**src/rtl/line_fetch_arbiter_pkg.sv**
```systemverilog
// Shared types and default widths for the L1-to-L2 line fetch arbiter.
// The caches import the same widths, so both sides agree on line geometry.
package arbiter_types;

  localparam int LINE_W   = 256;
  localparam int ADDR_W   = 32;
  localparam int OFFSET_W = $clog2(LINE_W / 8);

  typedef enum logic [1:0] {IDLE, SERVE_I, SERVE_D, RELEASE} arb_state_t;
  typedef enum logic {SRC_I, SRC_D} arb_src_t;

endpackage

```
**src/rtl/line_fetch_arbiter_rr_grant_select.sv**
```systemverilog
// Combinational 2-way round-robin picker. On a tie it favours the side
// that was not granted last, so neither requester can starve.
module rr_grant_select
  import arbiter_types::*;
(
  input  logic     i_req_i,
  input  logic     d_req_i,
  input  arb_src_t last_grant_i,
  output logic     grant_valid_o,
  output arb_src_t grant_src_o
);

  always_comb begin
    grant_valid_o = i_req_i | d_req_i;
    grant_src_o   = SRC_I;
    if (i_req_i && d_req_i) begin
      grant_src_o = (last_grant_i == SRC_I) ? SRC_D : SRC_I;
    end else if (d_req_i) begin
      grant_src_o = SRC_D;
    end
  end

endmodule

```
**src/rtl/line_fetch_arbiter.sv**
```systemverilog
// Multiplexes L1 I-cache and D-cache line traffic onto the single L2 port,
// one transaction at a time, with a one-cycle RELEASE gap between grants.
module line_fetch_arbiter
  import arbiter_types::*;
#(
  parameter int LINE_WIDTH  = LINE_W,
  parameter int ADDR_WIDTH  = ADDR_W,
  parameter int OFFSET_BITS = $clog2(LINE_WIDTH / 8)
) (
  input  logic                  clk,
  input  logic                  rst,
  input  logic                  i_read,
  input  logic [ADDR_WIDTH-1:0] i_address,
  output logic [LINE_WIDTH-1:0] i_rdata,
  output logic                  i_resp,
  input  logic                  d_read,
  input  logic                  d_write,
  input  logic [ADDR_WIDTH-1:0] d_address,
  input  logic [LINE_WIDTH-1:0] d_wdata,
  output logic [LINE_WIDTH-1:0] d_rdata,
  output logic                  d_resp,
  output logic                  l2_read,
  output logic                  l2_write,
  output logic [ADDR_WIDTH-1:0] l2_address,
  output logic [LINE_WIDTH-1:0] l2_wdata,
  input  logic [LINE_WIDTH-1:0] l2_rdata,
  input  logic                  l2_resp
);

  localparam logic [ADDR_WIDTH-1:0] ALIGN_MASK =
    ~((ADDR_WIDTH'(1) << OFFSET_BITS) - ADDR_WIDTH'(1));

  arb_state_t            state_q;
  arb_src_t              last_grant_q;
  logic                  l2_read_q;
  logic                  l2_write_q;
  logic [ADDR_WIDTH-1:0] l2_address_q;
  logic [LINE_WIDTH-1:0] l2_wdata_q;
  logic [LINE_WIDTH-1:0] i_rdata_q;
  logic [LINE_WIDTH-1:0] d_rdata_q;

  logic                  d_req_d;
  logic                  grant_valid_d;
  arb_src_t              grant_src_d;
  logic [ADDR_WIDTH-1:0] i_line_addr_d;
  logic [ADDR_WIDTH-1:0] d_line_addr_d;

  assign d_req_d       = d_read | d_write;
  assign i_line_addr_d = i_address & ALIGN_MASK;
  assign d_line_addr_d = d_address & ALIGN_MASK;

  rr_grant_select u_rr_grant_select (
    .i_req_i       (i_read),
    .d_req_i       (d_req_d),
    .last_grant_i  (last_grant_q),
    .grant_valid_o (grant_valid_d),
    .grant_src_o   (grant_src_d)
  );

  always_ff @(posedge clk) begin
    if (rst) begin
      state_q      <= IDLE;
      last_grant_q <= SRC_I;
      l2_read_q    <= 1'b0;
      l2_write_q   <= 1'b0;
      l2_address_q <= '0;
      l2_wdata_q   <= '0;
      i_rdata_q    <= '0;
      d_rdata_q    <= '0;
    end else begin
      unique case (state_q)
        IDLE: begin
          if (grant_valid_d) begin
            last_grant_q <= grant_src_d;
            if (grant_src_d == SRC_D) begin
              state_q      <= SERVE_D;
              l2_read_q    <= ~d_write;
              l2_write_q   <= d_write;
              l2_address_q <= d_line_addr_d;
              l2_wdata_q   <= d_wdata;
            end else begin
              state_q      <= SERVE_I;
              l2_read_q    <= 1'b1;
              l2_write_q   <= 1'b0;
              l2_address_q <= i_line_addr_d;
            end
          end
        end
        SERVE_I: begin
          if (l2_resp) begin
            state_q    <= RELEASE;
            l2_read_q  <= 1'b0;
            l2_write_q <= 1'b0;
            i_rdata_q  <= l2_rdata;
          end
        end
        SERVE_D: begin
          if (l2_resp) begin
            state_q    <= RELEASE;
            l2_read_q  <= 1'b0;
            l2_write_q <= 1'b0;
            d_rdata_q  <= l2_rdata;
          end
        end
        RELEASE: state_q <= IDLE;
        default: state_q <= IDLE;
      endcase
    end
  end

  // Responses are combinational so the cache sees completion in the resp cycle.
  assign i_resp     = ~rst & l2_resp & (state_q == SERVE_I);
  assign d_resp     = ~rst & l2_resp & (state_q == SERVE_D);
  assign i_rdata    = i_resp ? l2_rdata : i_rdata_q;
  assign d_rdata    = d_resp ? l2_rdata : d_rdata_q;
  assign l2_read    = l2_read_q;
  assign l2_write   = l2_write_q;
  assign l2_address = l2_address_q;
  assign l2_wdata   = l2_wdata_q;

endmodule

```
**config.mk**
```make
export PLATFORM = sky130hd
export DESIGN_NAME = line_fetch_arbiter
export DESIGN_NICKNAME = d
export VERILOG_FILES = /design/src/rtl/line_fetch_arbiter_pkg.sv /design/src/rtl/line_fetch_arbiter_rr_grant_select.sv /design/src/rtl/line_fetch_arbiter.sv
export SDC_FILE = /design/constraint.sdc
export NUM_CORES = 2
export LEC_CHECK = 0
export CORE_AREA = 2 2 541 543
export DETAILED_ROUTE_END_ITERATION = 6
export DIE_AREA = 0 0 543 545
export GPL_ROUTABILITY_DRIVEN = 1
export HOLD_SLACK_MARGIN = 0.1
export PLACE_DENSITY_LB_ADDON = 0.05
export SLEW_MARGIN = 15
export SYNTH_ARGS = -nofsm -noshare
export SYNTH_HDL_FRONTEND = slang
export SYNTH_SLANG_ARGS = --single-unit
```
**constraint.sdc**
```tcl
create_clock -name clk -period 4.1 [get_ports clk]
set_input_delay 0.615 -clock clk [delete_from_list [all_inputs] [get_ports clk]]
set_output_delay 0.615 -clock clk [all_outputs]
set_load 0.1 [all_outputs]
```
==> results_dict.tcl <==
set metrics [dict create \
    layout.area.seq_sq_um 16000 \
    crit_start "state_q[0]" \
    ys_seq_area_frac 0.460 \
    antenna_found_initial 123 \
    io_buffers 1370 \
    rows 198 \
    cts_max_level 3 \
    fmax_ghz 0.273 \
    ant_nets 0 \
    clkLatencyLatePin_ps 870 \
    tns_ps 0 \
    start_util 0.120 \
    p_leak_nw 22.6 \
    drt_wl_total_um 212000 \
    die_w_um 543 \
    routedWlPerCell_um 25.5 \
    cts.sinks 800 \
    synth_cell_types 38 \
    cp-start-kind "flip-flop" \
    worst_pin_slew_ps 1170 \
    hold_viol_final 0 \
    drc 0 \
    peakVddDrop_mv 0.345 \
    fin_crit_sh 0.895 \
    drtPass1Iterations 5 \
    placed_area_sq_um 57200 \
    cts_tree "built" \
    grt_max_degree 174 \
    first_iter_violations 1470 \
    post_cts_resized 0 \
    netlist_area_sq_um 34800 \
    hold_buffers 0 \
    fin_skew_ps 46.5 \
    relSlewSlack 0.218 \
    cap_violations 0 \
    numCtsBuffers 121 \
    place_hpwl_um 158000 \
    core_sq_um 290000 \
    fin_nets 4898 \
    post_cts_buffers 0 \
    hold_path.class "in -> reg" \
    final_common_cell "clkdlybuf4s50_1" \
    slew_viol_final 0 \
    root_buffer "clkbuf_16" \
    use_met3 0.0653 \
    multi_input_area_sq_um 16500 \
    synthToLayoutAreaGrowth_pct 75.2 \
    rr_startpoint "state_q[0]" \
    met1_usage 0.146 \
    hp-start "d_wdata[141]" \
    avgSynthCellArea_sq_um 11.4 \
    gp_congestion 0.745 \
    path_clk_slew_ps 60 \
    n_fill_cell 31044 \
    grt_busiest_layer "met2" \
    crit_end "d_rdata[158]" \
    arrival_ps 3050 \
    cp_max_fo 36 \
    dieArea_sq_um 296000 \
    die_y_um 545 \
    ff2ff_path_depth 6 \
    status "completed" \
    critPathCaptureType "output port" \
    drive_gt1_frac 0.297 \
    fin_crit_ps 3670 \
    crit_type "reg -> out" \
    reg2reg_to "l2_wdata[38]" \
    rsz0062_at_grt "false" \
    whs_ps 306 \
    r2r_slack_ps 1570 \
    final_util 0.210 \
    cp.required_ps 3480 \
    via_per_inst 3.60 \
    grt_use_met2 0.240 \
    vias 29998 \
    p_per_area_nw_per_um2 737 \
    stdcell_area_sq_um 61100 \
    synth_cells 3067 \
    grtUsageTotal 0.137 \
    setup_viol 0 \
    final_cell_mix "clkdlybuf4s50_1, dfxtp_1, buf_12" \
    clockBufferDepth 4 \
    ys_warn_count 0 \
    io_pins 1386 \
    grt_first_pass_wirelength_um 280000 \
    ys_ff_latch 800 \
    overflow 0 \
    grt_pass1_vias 29989 \
]
-- worst max-delay path, cell delays in order, from the launching register on --
cell	delay, ps
dfxtp_1	320
inv_1	120
ha_1	250
and2_4	200
buf_12	230
buf_4	440
mux2_4	350
buf_12	170
-- synthesized netlist by cell type --
| cell | number | area, sq um |
|---|---|---|
| nand3_1 | 256 | 1280 |
| nor2b_4 | 1 | 13.8 |
| nor4b_4 | 1 | 23.8 |
| buf_6 | 6 | 67.6 |
| mux2_2 | 102 | 1150 |
| buf_1 | 2 | 7.51 |
| a21boi_0 | 1 | 7.51 |
| a2bb2oi_2 | 1 | 15.0 |
| nor4b_1 | 1 | 8.76 |
| buf_12 | 44 | 881 |
| mux2i_1 | 1 | 10.0 |
| buf_2 | 102 | 510 |
| or4_1 | 1 | 7.51 |
| buf_8 | 2 | 30.0 |
| a21oi_1 | 262 | 1310 |
| buf_4 | 59 | 443 |
| o31a_1 | 1 | 8.76 |
| clkbuf_2 | 1 | 5.00 |
| nand2b_1 | 1 | 6.26 |
| inv_1 | 2 | 7.51 |
| a311oi_1 | 27 | 236 |
| a211oi_1 | 1 | 7.51 |
| a22o_1 | 512 | 4480 |
| nor2b_1 | 1 | 6.26 |
| inv_2 | 1 | 3.75 |
| ha_1 | 3 | 37.5 |
| nor2_1 | 27 | 101 |
| a211o_1 | 1 | 8.76 |
| conb_1 | 1 | 3.75 |
| o2bb2ai_2 | 1 | 15.0 |
| o21ai_0 | 258 | 1290 |
| o21ba_2 | 1 | 10.0 |
| o21a_1 | 2 | 15.0 |
| mux2_4 | 410 | 6160 |
| nand2_1 | 56 | 210 |
| and2_4 | 2 | 17.5 |
| dfxtp_1 | 800 | 16000 |
| clkbuf_1 | 116 | 435 |
-- per-layer routing --
| metal | up-vias | wire length (um) |
|---|---|---|
| met1 | 14379 | 79100 |
| met5 | - | 494 |
| met3 | 346 | 22800 |
| li1 | 14013 | - |
| met2 | 1186 | 104000 |
| met4 | 74 | 5480 |
-- final cells by class --
cell class	count	area share
Inverter	3	0.000307
Antenna cell	24	0.000984
Clock inverter	14	0.00186
Tap cell	3900	0.0799
Clock buffer	202	0.0603
Timing Repair Buffer	1451	0.324
Sequential cell	800	0.262
Multi-Input combinational cell	1936	0.271
-- state kept, by name, summed over array words and instances, names as in the netlist --
register / flops
d_rdata_q: 256
i_rdata_q: 256
l2_wdata: 256
l2_address: 27
state_q: 2
l2_read: 1
l2_write: 1
last_grant_q: 1
-- per-stage QoR --
step	setup slack, ps	total power (W)	std cells
finish	433	0.0450	8330
detailed placement	688	0.0352	8090
CTS	266	0.0461	8306
global route	244	0.0469	8311
floorplan	1670	0.0264	3071
global placement	697	0.0353	8090
-- where the power goes --
part	total [W]	internal, W	switching [W]
Combinational	0.0248	0.00727	0.0175
Clock	0.0103	0.00604	0.00428
Sequential	0.00991	0.00919	0.000724
-- how the worst min path moves through the flow --
stage | endpoint | slack (ps) | depth (start not counted)
6_report | l2_wdata[141] | 310 | 3
5_1_grt | l2_wdata[44] | 260 | 3
3_3_place_gp | i_rdata_q[6] | 450 | 1
2_1_floorplan | d_rdata_q[0] | 440 | 1
3_5_place_dp | i_rdata_q[10] | 450 | 1
4_1_cts | l2_wdata[170] | 190 | 3
-- kinds of logic (layout without fill, tap and decap cells) --
kind of cell | Yosys count | in the layout | share of synthesized area
DFF | 800 | 800 | 0.460
and+or+nand+nor | 347 | 347 | 0.0481
other | 1 | 29 | 0.000108
AOI/OAI and AO/OA | 1068 | 1068 | 0.213
muxes | 513 | 513 | 0.210
buffers and inverters | 335 | 1670 | 0.0686
adders and majority gates | 3 | 3 | 0.00108
Power figures use the tool's default switching activity.
